File: src/rtl/ir_key_event_ctrl_pkg.sv
// Shared types and constants for the IR key-event controller: event codes,
// FSM state encoding, NEC frame field offsets and the event record layout.
package ir_ctrl_pkg;

  localparam int EVT_W = 18;

  localparam logic [1:0] EVT_PRESS   = 2'b01;
  localparam logic [1:0] EVT_REPEAT  = 2'b10;
  localparam logic [1:0] EVT_RELEASE = 2'b11;

  localparam int F_ADDR_LSB = 0;
  localparam int F_CMD_LSB  = 16;
  localparam int F_CMDN_LSB = 24;

  typedef enum logic [1:0] {
    S_IDLE = 2'd0,
    S_HELD = 2'd1,
    S_SWAP = 2'd2
  } ir_state_e;

  typedef struct packed {
    logic [1:0] typ;
    logic [7:0] addr;
    logic [7:0] cmd;
  } ir_evt_t;

  // NEC integrity: the top byte must be the bitwise inverse of the command.
  function automatic logic frame_ok(input logic [31:0] d);
    return d[F_CMDN_LSB +: 8] == ~d[F_CMD_LSB +: 8];
  endfunction

endpackage

File: src/rtl/ir_key_event_ctrl_if.sv
// Receiver-side frame inputs and consumer-side event handshake of the
// IR key-event controller; master = surrounding logic, slave = controller.
interface ir_key_event_ctrl_if #(parameter int CNT_W = 8) ();
  logic                         frame_valid;
  logic [31:0]                  frame_data;
  logic [7:0]                   cfg_addr;
  logic                         evt_valid;
  logic                         evt_ready;
  logic [ir_ctrl_pkg::EVT_W-1:0] evt_data;
  logic                         held;
  logic                         overflow;
  logic                         clr_overflow;
  logic [CNT_W-1:0]             drop_count;

  modport master (
    output frame_valid, frame_data, cfg_addr, evt_ready, clr_overflow,
    input  evt_valid, evt_data, held, overflow, drop_count
  );

  modport slave (
    input  frame_valid, frame_data, cfg_addr, evt_ready, clr_overflow,
    output evt_valid, evt_data, held, overflow, drop_count
  );
endinterface

File: src/rtl/ir_key_event_ctrl_fifo.sv
// Small synchronous first-word-fall-through FIFO for key events.
// A push on a full FIFO is accepted only if a pop frees the slot that cycle.
module ir_evt_fifo #(
  parameter int DEPTH = 4,
  parameter int WIDTH = 18
) (
  input  logic             clk,
  input  logic             rst,
  input  logic             push,
  input  logic             pop,
  input  logic [WIDTH-1:0] wdata,
  output logic [WIDTH-1:0] rdata,
  output logic             full,
  output logic             empty
);
  localparam int AW = $clog2(DEPTH);

  logic [WIDTH-1:0] mem_q [DEPTH];
  logic [AW:0]      wptr_q, rptr_q;
  logic             wr_en, rd_en;

  assign empty = (wptr_q == rptr_q);
  assign full  = (wptr_q[AW] != rptr_q[AW]) && (wptr_q[AW-1:0] == rptr_q[AW-1:0]);
  assign rd_en = pop & ~empty;
  assign wr_en = push & (~full | rd_en);
  // Head reads as zero when empty so the output bus has a defined idle value.
  assign rdata = empty ? '0 : mem_q[rptr_q[AW-1:0]];

  always_ff @(posedge clk) begin
    if (rst) begin
      wptr_q <= '0;
      rptr_q <= '0;
    end else begin
      if (wr_en) wptr_q <= wptr_q + (AW+1)'(1);
      if (rd_en) rptr_q <= rptr_q + (AW+1)'(1);
    end
  end

  always_ff @(posedge clk) begin
    if (wr_en) mem_q[wptr_q[AW-1:0]] <= wdata;
  end

endmodule

File: src/rtl/ir_key_event_ctrl.sv
// Turns decoded NEC frames into PRESS/REPEAT/RELEASE key events with hold
// timeout, buffered in a FIFO. Optional macro IR_ADDR_FILTER_EN adds a device
// address filter against cfg_addr.
module ir_key_event_ctrl
  import ir_ctrl_pkg::*;
#(
  parameter int HOLD_CYCLES = 6000000,
  parameter int FIFO_DEPTH  = 4,
  parameter int CNT_W       = 8
) (
  input logic               clk,
  input logic               rst,
  ir_key_event_ctrl_if.slave bus
);
  localparam int TW = $clog2(HOLD_CYCLES);
  localparam logic [TW-1:0] RELOAD = TW'(HOLD_CYCLES - 1);

  ir_state_e        state_q;
  logic             fv_q;
  logic [TW-1:0]    timer_q;
  logic [15:0]      key_q;
  logic             overflow_q;
  logic [CNT_W-1:0] drop_q;

  logic        fstb, addr_ok, accept, same_key;
  logic [15:0] new_key;
  logic        push, pop, full, empty, drop;
  ir_evt_t     pevt;

  assign fstb    = bus.frame_valid & ~fv_q;
  assign new_key = {bus.frame_data[F_ADDR_LSB +: 8], bus.frame_data[F_CMD_LSB +: 8]};

`ifdef IR_ADDR_FILTER_EN
  assign addr_ok = (bus.frame_data[F_ADDR_LSB +: 8] == bus.cfg_addr);
  logic unused_fd;
  assign unused_fd = ^bus.frame_data[15:8];
`else
  assign addr_ok = 1'b1;
  logic unused_fd;
  assign unused_fd = ^{bus.frame_data[15:8], bus.cfg_addr};
`endif

  assign accept   = fstb & frame_ok(bus.frame_data) & addr_ok;
  assign same_key = (new_key == key_q);

  // Event to enqueue this cycle; written at the closing edge.
  always_comb begin
    push = 1'b0;
    pevt = '{typ: EVT_PRESS, addr: key_q[15:8], cmd: key_q[7:0]};
    case (state_q)
      S_IDLE: if (accept) begin
        push = 1'b1;
        pevt = '{typ: EVT_PRESS, addr: new_key[15:8], cmd: new_key[7:0]};
      end
      S_HELD: if (accept) begin
        push     = 1'b1;
        pevt.typ = same_key ? EVT_REPEAT : EVT_RELEASE;
      end else if (timer_q == '0) begin
        push     = 1'b1;
        pevt.typ = EVT_RELEASE;
      end
      S_SWAP: push = 1'b1;
      default: ;
    endcase
  end

  assign pop  = bus.evt_valid & bus.evt_ready;
  assign drop = push & full & ~pop;

  always_ff @(posedge clk) begin
    if (rst) begin
      state_q    <= S_IDLE;
      fv_q       <= 1'b0;
      timer_q    <= '0;
      key_q      <= '0;
      overflow_q <= 1'b0;
      drop_q     <= '0;
    end else begin
      fv_q <= bus.frame_valid;
      case (state_q)
        S_IDLE: if (accept) begin
          key_q   <= new_key;
          timer_q <= RELOAD;
          state_q <= S_HELD;
        end
        S_HELD: if (accept) begin
          timer_q <= RELOAD;
          if (!same_key) begin
            key_q   <= new_key;
            state_q <= S_SWAP;
          end
        end else if (timer_q == '0) begin
          state_q <= S_IDLE;
        end else begin
          timer_q <= timer_q - TW'(1);
        end
        // A frame in the one SWAP cycle is deliberately ignored.
        S_SWAP: state_q <= S_HELD;
        default: state_q <= S_IDLE;
      endcase
      if (bus.clr_overflow) begin
        overflow_q <= 1'b0;
        drop_q     <= '0;
      end else if (drop) begin
        overflow_q <= 1'b1;
        if (drop_q != '1) drop_q <= drop_q + CNT_W'(1);
      end
    end
  end

  ir_evt_fifo #(.DEPTH(FIFO_DEPTH), .WIDTH(EVT_W)) u_fifo (
    .clk   (clk),
    .rst   (rst),
    .push  (push),
    .pop   (pop),
    .wdata (pevt),
    .rdata (bus.evt_data),
    .full  (full),
    .empty (empty)
  );

  assign bus.evt_valid  = ~empty;
  assign bus.held       = (state_q == S_HELD);
  assign bus.overflow   = overflow_q;
  assign bus.drop_count = drop_q;

endmodule
File: src/flat_wrapper.sv
// flat-port wrapper written by rule: the top's interface ports become plain ports
module ir_key_event_ctrl_flat import ir_ctrl_pkg::*;
#(
  parameter int HOLD_CYCLES = 6000000,
  parameter int FIFO_DEPTH  = 4,
  parameter int CNT_W       = 8
)
  (clk, rst, bus_frame_valid, bus_frame_data, bus_cfg_addr, bus_evt_ready, bus_clr_overflow, bus_evt_valid, bus_evt_data, bus_held, bus_overflow, bus_drop_count);
  ir_key_event_ctrl_if #(.CNT_W(CNT_W)) bus_i ();
  input logic clk;
  input logic rst;
  input wire logic [$bits(bus_i.frame_valid)-1:0] bus_frame_valid;
  input wire logic [$bits(bus_i.frame_data)-1:0] bus_frame_data;
  input wire logic [$bits(bus_i.cfg_addr)-1:0] bus_cfg_addr;
  input wire logic [$bits(bus_i.evt_ready)-1:0] bus_evt_ready;
  input wire logic [$bits(bus_i.clr_overflow)-1:0] bus_clr_overflow;
  output wire logic [$bits(bus_i.evt_valid)-1:0] bus_evt_valid;
  output wire logic [$bits(bus_i.evt_data)-1:0] bus_evt_data;
  output wire logic [$bits(bus_i.held)-1:0] bus_held;
  output wire logic [$bits(bus_i.overflow)-1:0] bus_overflow;
  output wire logic [$bits(bus_i.drop_count)-1:0] bus_drop_count;
  assign bus_i.frame_valid = bus_frame_valid;
  assign bus_i.frame_data = bus_frame_data;
  assign bus_i.cfg_addr = bus_cfg_addr;
  assign bus_i.evt_ready = bus_evt_ready;
  assign bus_i.clr_overflow = bus_clr_overflow;
  assign bus_evt_valid = bus_i.evt_valid;
  assign bus_evt_data = bus_i.evt_data;
  assign bus_held = bus_i.held;
  assign bus_overflow = bus_i.overflow;
  assign bus_drop_count = bus_i.drop_count;
  ir_key_event_ctrl #(.HOLD_CYCLES(HOLD_CYCLES), .FIFO_DEPTH(FIFO_DEPTH), .CNT_W(CNT_W)) u_core (.clk(clk), .rst(rst), .bus(bus_i));
endmodule
File: config.mk
export PLATFORM = sky130hd
export DESIGN_NAME = ir_key_event_ctrl_flat
export DESIGN_NICKNAME = d
export VERILOG_FILES = /design/src/rtl/ir_key_event_ctrl_pkg.sv /design/src/rtl/ir_key_event_ctrl_if.sv /design/src/rtl/ir_key_event_ctrl_fifo.sv /design/src/rtl/ir_key_event_ctrl.sv /design/src/flat_wrapper.sv
export SDC_FILE = /design/constraint.sdc
export NUM_CORES = 1
export LEC_CHECK = 0
export BUFFER_PORTS_ARGS = -buffer_cell sky130_fd_sc_hd__buf_2
export CORE_MARGIN = 2
export CORE_UTILIZATION = 58
export DETAILED_ROUTE_END_ITERATION = 8
export PLACE_DENSITY = 0.83
export SKIP_CTS_REPAIR_TIMING = 1
export SLEW_MARGIN = 30
export SYNTH_ARGS = -nofsm -noshare
export SYNTH_HDL_FRONTEND = slang
export SYNTH_SLANG_ARGS = --single-unit
File: constraint.sdc
create_clock -name clk -period 3.9 [get_ports clk]
set_clock_uncertainty 0.15 [all_clocks]
set_input_delay 0 -clock clk [delete_from_list [all_inputs] [get_ports clk]]
set_output_delay 0 -clock clk [all_outputs]
set_load 0.02 [all_outputs]
# == Word level (Yosys, flattened, before mapping) ==
# Memories as Yosys holds them, arrays and structs flattened. A register that Yosys moved wholly into a read port is not among the register bits.
# Index checks and enable logic that the tools add are counted.
# W data, S select, Z words.
# op_classes
n_bitwise,13
reduce_logical,9
addsub,4
eq_ne,14
mux,28
# ops
cell,n
$mux W16,5
$mux W23,3
$pmux W23 S2,1
$pmux W16 S2,1
$logic_not A23 Y1,1
$sub A23 B1 Y23 const B,1
$mux W18,1
$eq A16 B16 Y1,1
$mux W2,8
$add A8 B1 Y8 const B,1
$eq A8 B8 Y1,1
$ne A8 B8 Y1 const B,1
$not A8 Y8,1
$and A1 B1 Y1,7
$add A3 B1 Y3 const B,2
$mux W1,6
$pmux W2 S3,1
$reduce_and A3 Y1,2
$ne A2 B1 Y1 const B,2
$not A1 Y1,4
$pmux W2 S2,1
$reduce_and A4 Y1,1
$eq A3 B3 Y1,1
$ne A3 B1 Y1 const B,1
other kinds (14),14
# totals
output_inout_bits,29
register_bits,57
n_memories,1
input_bits,45
elab_cells,77
ramBits,72
# memory_table
name,depth,width,read_ports,rd_clocked_by_memory_dff,write_ports,line_no,text
u_core.u_fifo.mem_q,4,18,1,1,1,ir_key_event_ctrl_fifo.sv:18,logic [WIDTH-1:0] mem_q [DEPTH];

# == Longest topological paths before layout ==
# Gate-level depths: netlist of the first run.
# logic_depth
ltp_word,8
mapped_depth,8

# == Modules after synthesis ==
# Synthesis of the first run repeated with hierarchy kept, for this count alone.
# unflattened
hier_cells,498
hier_area_um2,6110.9
# by_module_without_submodules
module,instances,cells_each,area_each_um2,seq_area_each_um2
ir_evt_fifo,1,168,3211.8,2322.2
ir_key_event_ctrl,1,330,2899.0,1021.0

# == Worst setup path before layout of the first run ==
# OpenSTA, ideal clock, no wires.
# synth_path
kind,reg-to-reg
start,register u_core.timer_q[9]
end,register u_core.u_fifo.wptr_q[2]
path_stages_with_launch,7
synth_period_minus_slack_ps,2896
setup_time_ps,123
required_ps,3627
t_arrival_ps,2623
slack_ps,1004
path_cell_list,dfxtp_1 > or4_4 > nand4b_4 > o41a_1 > buf_6 > a21oi_2 > mux2_1
# synth_via
elab_chain_cells,5
# synth_rtl
item,line_no,text
start: declaration,ir_key_event_ctrl.sv:20,logic [TW-1:0] timer_q;
start signal: assignment,ir_key_event_ctrl.sv:95,timer_q <= timer_q - TW'(1);
$logic_not A23 Y1,ir_key_event_ctrl.sv:58,end else if (timer_q == '0) begin
$mux W1,ir_key_event_ctrl.sv:58,
$mux W1,ir_key_event_ctrl.sv:55,S_HELD: if (accept) begin
$pmux W1 S3,ir_key_event_ctrl.sv:50,case (state_q)
$and A1 B1 Y1,ir_key_event_ctrl_fifo.sv:25,assign wr_en = push & (~full | rd_en);
end signal: assignment,ir_key_event_ctrl_fifo.sv:34,if (wr_en) wptr_q <= wptr_q + (AW+1)'(1);
end: declaration,ir_key_event_ctrl_fifo.sv:19,"logic [AW:0] wptr_q, rptr_q;"
# No other way between the ends.
# A chain may end at the register's enable or synchronous reset.

# == Final worst setup path of the first run ==
# layout_path
start,register u_core.timer_q[14]
end,"memory u_core.u_fifo.mem_q[1][6], enable pin"
# layout_via
elab_chain_cells,7
# layout_rtl
item,line_no,text
$logic_not A23 Y1,ir_key_event_ctrl.sv:58,
$mux W1,ir_key_event_ctrl.sv:58,
$mux W1,ir_key_event_ctrl.sv:55,
$pmux W1 S3,ir_key_event_ctrl.sv:50,
$and A1 B1 Y1,ir_key_event_ctrl_fifo.sv:25,
$mux W1,ir_key_event_ctrl_fifo.sv:40,if (wr_en) mem_q[wptr_q[AW-1:0]] <= wdata;
$mux W1 (implied by the code),ir_key_event_ctrl_fifo.sv:40,
end: declaration,ir_key_event_ctrl_fifo.sv:18,
# No other way between the ends.

==> reports/qor.csv, run 1 <==
stage;metric;value;unit
grt;grt_pass1_wl;22180;µm
placement;hpwl;8700;µm
synthesis;synthMuxAreaShare;13.18;%
routing;wl_per_cell;18.34;µm
pwr;totalPowerFinal;3116;µW
synthesis;ys_types;59;
clock_network;clockBufferDepth;2;
clock_network;clkSlewWorstSetupHoldPaths;0.06;ns
hold_path;min_path_cells;6;
worst_setup_path;crit_fanout;18;
timing;final_max_slew_viol_count;0;
synthesis;synth_xor_area_share;4.877;%
routing;vias_per_cell;5.993;
die;pin_count;74;
worst_setup_path;worstSetupPathType;reg2reg;
pwr;vdd_drop_max;0.2290;mV
synthesis;synth_compound_area_share;8.320;%
synthesis;synth_seq_cells;131;
timing;worst_pin_slew;0.9380;ns
worst_setup_path;regToRegEndpoint;u_core.u_fifo.mem_q[1][6];
routing;wl;14100;µm
routing;initialDrtViolationCount;295;
worst_setup_path;worstPathRequired;3.94;ns
timing;rsz0062_at_grt;false;
finish;final.fill_count;726;
synthesis;netlist_instances;522;
grt;grt.total_usage;24.88;%
timing;finalHoldViolCount;0;
placement;gp_congestion;0.8715;
synthesis;yosysWarnings;0;
timing;finalSetupViolations;0;
routing;num_vias;4609;
synthesis;yosys.area_share.simple;16.64;%
hold_path;min_to;u_core.timer_q[8];
worst_setup_path;reg2reg_setup_slack;0.74;ns
timing;period_share;80.91;%
grt;grt_max_degree;38;
finish;layout-drive-gt1-share;24.32;%
grt;overflow;0;
grt;grt_pass1_vias;4633;
die;die_height;108.1;µm
routing;first_pass_iters;5;
timing;period_needed;3.155;ns
clock_network;cts-root-buf;clkbuf_8;
synthesis;async_flop_share;0;%
worst_setup_path;arrival;3.20;ns
routing;antenna_left;0;
finish;nNetsFinal;669;
synthesis;yosysTopAreaCellShare;34.39;%
synthesis;avgSynthCellArea;12.04;µm²
finish;areaGrowthSynthToFinish;21.20;%
outcome;outcome;finished, final reports clean;
die;dieArea;0.01169;mm²
worst_setup_path;ff2ff_path_depth;6;
timing;fmax;0.3169;GHz
synthesis;synth-adder-area-share;1.592;%
die;die_w;108.1;µm
hold_path;min_path_type;in2reg;
grt;antenna_found_initial;0;
job;cap_violations;0;
clock_network;cts_buffers;17;
clock_network;htreeDepth;4;
die;core_area;0.01070;mm²
worst_setup_path;worst_r2r_startpoint;u_core.timer_q[14];
routing;drc;0;
synthesis;synth_nets;575;
pwr;power.density;409.0;mW/mm²
pwr;cellLeakagePower;0.002859;µW
clock_network;tritoncts;built;
die;start_util;58.76;%
worst_setup_path;cp-end-kind;register;
timing;maxSlewHeadroom;37.38;%
synthesis;synth_top_family_by_area;simple AND/OR/NAND/NOR gates;
timing;finalSetupTns;0;ns
synthesis;synth_top_area_cell;edfxtp_1;
synthesis;synth_top_flop_cell;edfxtp_1;
synthesis;synth_edf_count;72;
synthesis;ys_seq_area_share;53.18;%
worst_setup_path;critPathLaunchType;register;
placement;portBuffers;57;
synthesis;netlist_area;0.006286;mm²
clock_network;clkLatencyLatePin;0.52;ns
synthesis;synth.area.top_cells;edfxtp_1 34%, dfxtp_1 19%, mux4_2 6.4%, mux2i_1 3.5%, nand2_1 3.4%;
finish;multi_input_area;0.002821;mm²
hold_path;worstHoldStart;bus_frame_data[26];
die;rows;38;
finish;diodes;0;
finish;seqCellArea;0.003343;mm²
clock_network;clock_sinks;131;
==> worst max-delay path by stage <==
stage | slack [ns] | startpoint | to | depth (start not counted)
after global placement | 0.90 | u_core.timer_q[9] | u_core.u_fifo.mem_q[0][4] | 6
after detailed placement | 0.80 | u_core.timer_q[14] | u_core.u_fifo.mem_q[1][2] | 6
after floorplan | 1.00 | u_core.timer_q[9] | u_core.u_fifo.wptr_q[2] | 6
final | 0.74 | u_core.timer_q[14] | u_core.u_fifo.mem_q[1][6] | 6
after CTS | 0.76 | u_core.timer_q[14] | u_core.u_fifo.mem_q[1][6] | 6
after global routing | 0.58 | u_core.timer_q[14] | u_core.u_fifo.mem_q[1][5] | 6
==> logic make-up (layout without fill, tap and decap cells) <==
logic type | count (synthesis) | after routing
AOI/OAI and AO/OA | 65 | 65
xor gates and xnor gates | 35 | 35
adders and majority gates | 8 | 8
buffers and inverters | 32 | 139
DFF | 131 | 131
muxes | 58 | 58
and+or+nand+nor | 193 | 193
==> layout by cell type, fill, tap and decap left out, types with 12 or more instances in the layout <==
master	instances
xnor2_1	16
mux2_2	15
xor2_1	19
mux2i_1	22
buf_2	57
nand4_1	13
mux4_2	18
dlygate4sd3_1	30
nand3_1	17
nor2_1	24
edfxtp_1	72
dfxtp_1	59
nand2_1	57
clkbuf_16	16
and2_1	22
or3_1	12
a21oi_1	12
==> per-layer routing <==
metal,vias to the layer above,wire length [µm],track usage [%]
met2,132,7524,45.37
met4,0,246,10.07
met3,27,728,4.762
met5,-,0,0
met1,2283,5602,28.66
li1,2167,-,-
==> Yosys cell counts, types with 3 or more instances <==
library cell  instances
a211oi_2              3
nand4_1              13
buf_2                 3
o2111ai_1             5
clkbuf_1             14
xnor2_1              16
nor2b_1               4
a32oi_1               4
o21ai_0               3
xor2_1               19
inv_1                 9
or3_1                12
or4_1                 7
o31ai_1               5
and3_1                5
and2_1               22
nand3_1              17
o211ai_1              5
nand2_1              57
dfxtp_1              59
nor3_1                8
o221a_2               4
nor4_1                7
nand2b_1              4
o21a_1                3
mux2i_1              22
nor2_1               24
mux2_2               15
ha_1                  8
a21oi_1              12
edfxtp_1             72
mux4_2               18
a31oi_1               7
mux2_1                3
==> flip-flops by register name (all words and copies together) (netlist names), named ones only <==
| signal | count |
|---|---|
| u_core.bus.overflow | 1 |
| u_core.u_fifo.mem_q | 72 |
| u_core.key_q | 16 |
| u_core.u_fifo.rptr_q | 3 |
| u_core.timer_q | 23 |
| u_core.u_fifo.wptr_q | 3 |
| u_core.fv_q | 1 |
| u_core.state_q | 2 |
| u_core.bus.drop_count | 8 |
==> metrics by stage <==
step                utilization, %  instance area, µm²  std cells  hold WS (ns)  worst slack [ns]
detailed placement           62.88                6726        707       0.09495            0.8050
global route                 71.22                7619        769       0.06564            0.5804
floorplan                        -                6286        522      -0.02182             1.004
global placement             62.82                6720        707       0.09048            0.8995
CTS                          68.30                7307        739       -0.4239            0.7579
finish                       71.22                7619        769       0.03725            0.7447
==> where the power goes <==
part	switching [µW]	internal, µW	leakage (µW)
Clock	585	969	0.000280
Sequential	1.37	1440	0.00115
Combinational	68.1	49.0	0.00143
==> worst max-delay path: stages, from the launching register on <==
cell     delay (ns)
dfxtp_1        0.36
nor4_1         0.57
nand3_2        0.33
o41a_1         0.62
a21oi_4        0.31
and2_1         0.17
buf_4          0.29
==> layout make-up <==
class / instances / area share [%]
clock buffer: 18 / 5.485
multi-input combinational: 359 / 37.03
clock inverter: 14 / 2.135
inverter: 10 / 0.4927
sequential: 131 / 43.88
timing repair buffer: 97 / 8.671
tap: 140 / 2.299
Note: power is estimated with default switching activity, not from simulation.
==> inputs of run 2 (changes only) <==
--- a/config.mk
+++ b/config.mk
@@ -7,9 +7,9 @@
 export LEC_CHECK = 0
 export BUFFER_PORTS_ARGS = -buffer_cell sky130_fd_sc_hd__buf_2
 export CORE_MARGIN = 2
-export CORE_UTILIZATION = 58
+export CORE_UTILIZATION = 53
 export DETAILED_ROUTE_END_ITERATION = 8
-export PLACE_DENSITY = 0.83
+export PLACE_DENSITY = 0.8
 export SKIP_CTS_REPAIR_TIMING = 1
 export SLEW_MARGIN = 30
 export SYNTH_ARGS = -nofsm -noshare
==> constraint.sdc (replaced) <==
create_clock -name clk -period 2.8 [get_ports clk]
set_clock_uncertainty 0.15 [all_clocks]
set_input_delay 0 -clock clk [delete_from_list [all_inputs] [get_ports clk]]
set_output_delay 0 -clock clk [all_outputs]
set_load 0.02 [all_outputs]
==> run 2 against run 1 <==
The run now ends with design-rule violations left. Sequential share of layout area shrank 0.32 points. Final cell count grew 0.52%. Non-clock buffer count grew 1. Total power grew 41%. Clock power grew 43%. Count of clock-buffer cells in the layout is the same. Register-to-register slack lost 0.56 ns. Combinational power grew 43%. Setup slack lost 0.62 ns. Critical path type is now in2reg. Critical endpoint is now u_core.u_fifo.mem_q[0][14]. Largest cell class unchanged. Largest power group unchanged.
==> reports/qor.csv, run 2 (synthesis gave the netlist of run 1 again) <==
stage;metric;value;unit
outcome;outcome;finished, violations left;
outcome;violations;design-rule violations;
finish;final.fill_count;826;
routing;initialDrtViolationCount;358;
worst_setup_path;cp-end-kind;register;
die;pin_count;74;
pwr;cellLeakagePower;0.002881;µW
worst_setup_path;worst_r2r_startpoint;u_core.timer_q[9];
job;cap_violations;0;
routing;drc;8;
grt;grt_use_met1;28.26;%
routing;wl;14440;µm
finish;multi_input_area;0.002815;mm²
timing;worst_pin_slew;0.6595;ns
finish;final_common_cell;edfxtp_1;
worst_setup_path;crit_cells;8;
grt;use_met3;6.374;%
worst_setup_path;crit_slowest_cell;or4_1;
die;core_area;0.01152;mm²
worst_setup_path;regToRegEndpoint;u_core.u_fifo.mem_q[3][17];
grt;antenna_found_initial;0;
worst_setup_path;critPathMaxStageDelay;0.60;ns
routing;wl_per_cell;18.68;µm
timing;final_max_slew_viol_count;0;
timing;period_needed;2.680;ns
die;rows;39;
grt;overflow;0;
worst_setup_path;reg2reg_setup_slack;0.18;ns
routing;antenna_left;0;
pwr;vdd_drop_max;0.3240;mV
worst_setup_path;worstSetupPathType;in2reg;
grt;grt.met2_usage;39.68;%
timing;rsz0062_at_grt;false;
timing;fmax;0.3731;GHz
timing;period_share;95.72;%
clock_network;htreeDepth;4;
worst_setup_path;path_delay_family;simple AND/OR/NAND/NOR gates;
timing;finalSetupViolations;0;
timing;maxSlewHeadroom;55.97;%
pwr;power.density;572.9;mW/mm²
worst_setup_path;crit_chain;dlygate4sd3_1, buf_2, xor2_1, nand4_1, or4_1, nor2_2, buf_12, mux2_1;
die;die_w;112.9;µm
placement;hpwl;9230;µm
grt;grt_pass1_wl;23010;µm
worst_setup_path;crit_fanout;16;
hold_path;min_path_type;in2reg;
worst_setup_path;path_buf_inv;3;
hold_path;worstHoldStart;bus_frame_data[26];
timing;finalSetupTns;0;ns
worst_setup_path;critPathLaunchType;input port;
grt;grt_busiest_layer;met2;
finish;layout_common_cells;72 x edfxtp_1, 59 x dfxtp_1, 57 x nand2_1, 57 x buf_2, 24 x nor2_1;
placement;portBuffers;57;
clock_network;clock_sinks;131;
routing;vias_per_cell;6.032;
worst_setup_path;arrival;2.67;ns
finish;seqCellArea;0.003343;mm²
finish;nNetsFinal;670;
clock_network;clkSlewWorstSetupHoldPaths;0.06;ns
timing;whs;0.1295;ns
routing;num_vias;4663;
clock_network;tritoncts;built;
finish;largest_reg_flops;72;
timing;finalHoldViolCount;0;
finish;diodes;0;
finish;areaGrowthSynthToFinish;22.09;%
clock_network;clockBufferDepth;2;
worst_setup_path;ff2ff_path_depth;6;
clock_network;cts_buffers;17;
grt;grt.total_usage;23.19;%
die;dieArea;0.01275;mm²
die;start_util;54.58;%
finish;layout-drive-gt1-share;26.67;%
die;die_height;112.9;µm
placement;gp_congestion;0.8915;
routing;first_pass_iters;8;
worst_setup_path;setup.worst_path.end;u_core.u_fifo.mem_q[0][14];
clock_network;cts-root-buf;clkbuf_16;
worst_setup_path;startpoint;bus_frame_data[23];
grt;grt_pass1_vias;4586;
worst_setup_path;worstPathRequired;2.79;ns
clock_network;clkLatencyLatePin;0.42;ns
grt;grt_max_degree;38;
[run 2: cell types whose count changed in the layout (fill, tap and decap cells not counted), moves of 2 or more]
| cell | previous run | this run |
|---|---|---|
| and2_2 | 0 | 3 |
| clkinv_1 | 2 | 0 |
| clkinvlp_4 | 2 | 5 |
| dlygate4sd3_1 | 30 | 20 |
| buf_4 | 10 | 16 |
| and2_1 | 22 | 19 |
| buf_12 | 0 | 5 |
[run 2: worst reg2reg max path, cell delays in order, from the launching register on]
cell and delay [ns]:
dfxtp_1 0.34, or4_4 0.57, nand4b_4 0.19, o41a_1 0.47, buf_4 0.21, a21oi_4 0.19
buf_12 0.20
[run 2: final cells by class]
| class | count | share of cell area (%) |
|---|---|---|
| clock inverters | 14 | 2.152 |
| clock buffers | 18 | 5.592 |
| repair buffers | 98 | 9.195 |
| well taps | 143 | 2.331 |
| multi-input cells | 359 | 36.68 |
| inverters | 10 | 0.4891 |
| flip-flops and latches | 131 | 43.56 |
[run 2: worst min-delay path by stage]
stage                            to  slack [ns]  cells past startpoint
floorplan               u_core.fv_q       -0.02                      1
global placement        u_core.fv_q        0.09                      2
detailed placement      u_core.fv_q        0.09                      2
CTS                     u_core.fv_q       -0.30                      2
global route        u_core.key_q[9]        0.14                      7
finish              u_core.key_q[9]        0.13                      7
[run 2: power by group]
group	switching, µW	internal (µW)	leakage, µW
registers	2.00	2010	0.00115
clock network	824	1390	0.000278
logic	97.8	69.4	0.00145
total	924	3470	0.00288
[run 2: per-stage QoR]
step                      power (µW)  instances  util (%)  setup slack [ns]  cell area [µm²]
final                           4397        773     66.64            0.1198             7675
after floorplan                 2130        522         -            0.1005             6297
after global placement          2187        721     59.75            0.2280             6880
after CTS                       4381        753     64.91            0.1742             7475
after detailed placement        2192        721     59.75            0.1933             6880
after global routing            4507        773     66.64           0.06926             7675
[run 2: layer usage]
layer	routed length (µm)	vias to the layer above	part of all wire, %
li1	-	2177	-
met1	5803	2264	40
met3	898	34	6.2
met5	0	-	0
met2	7420	188	51
met4	320	0	2.2
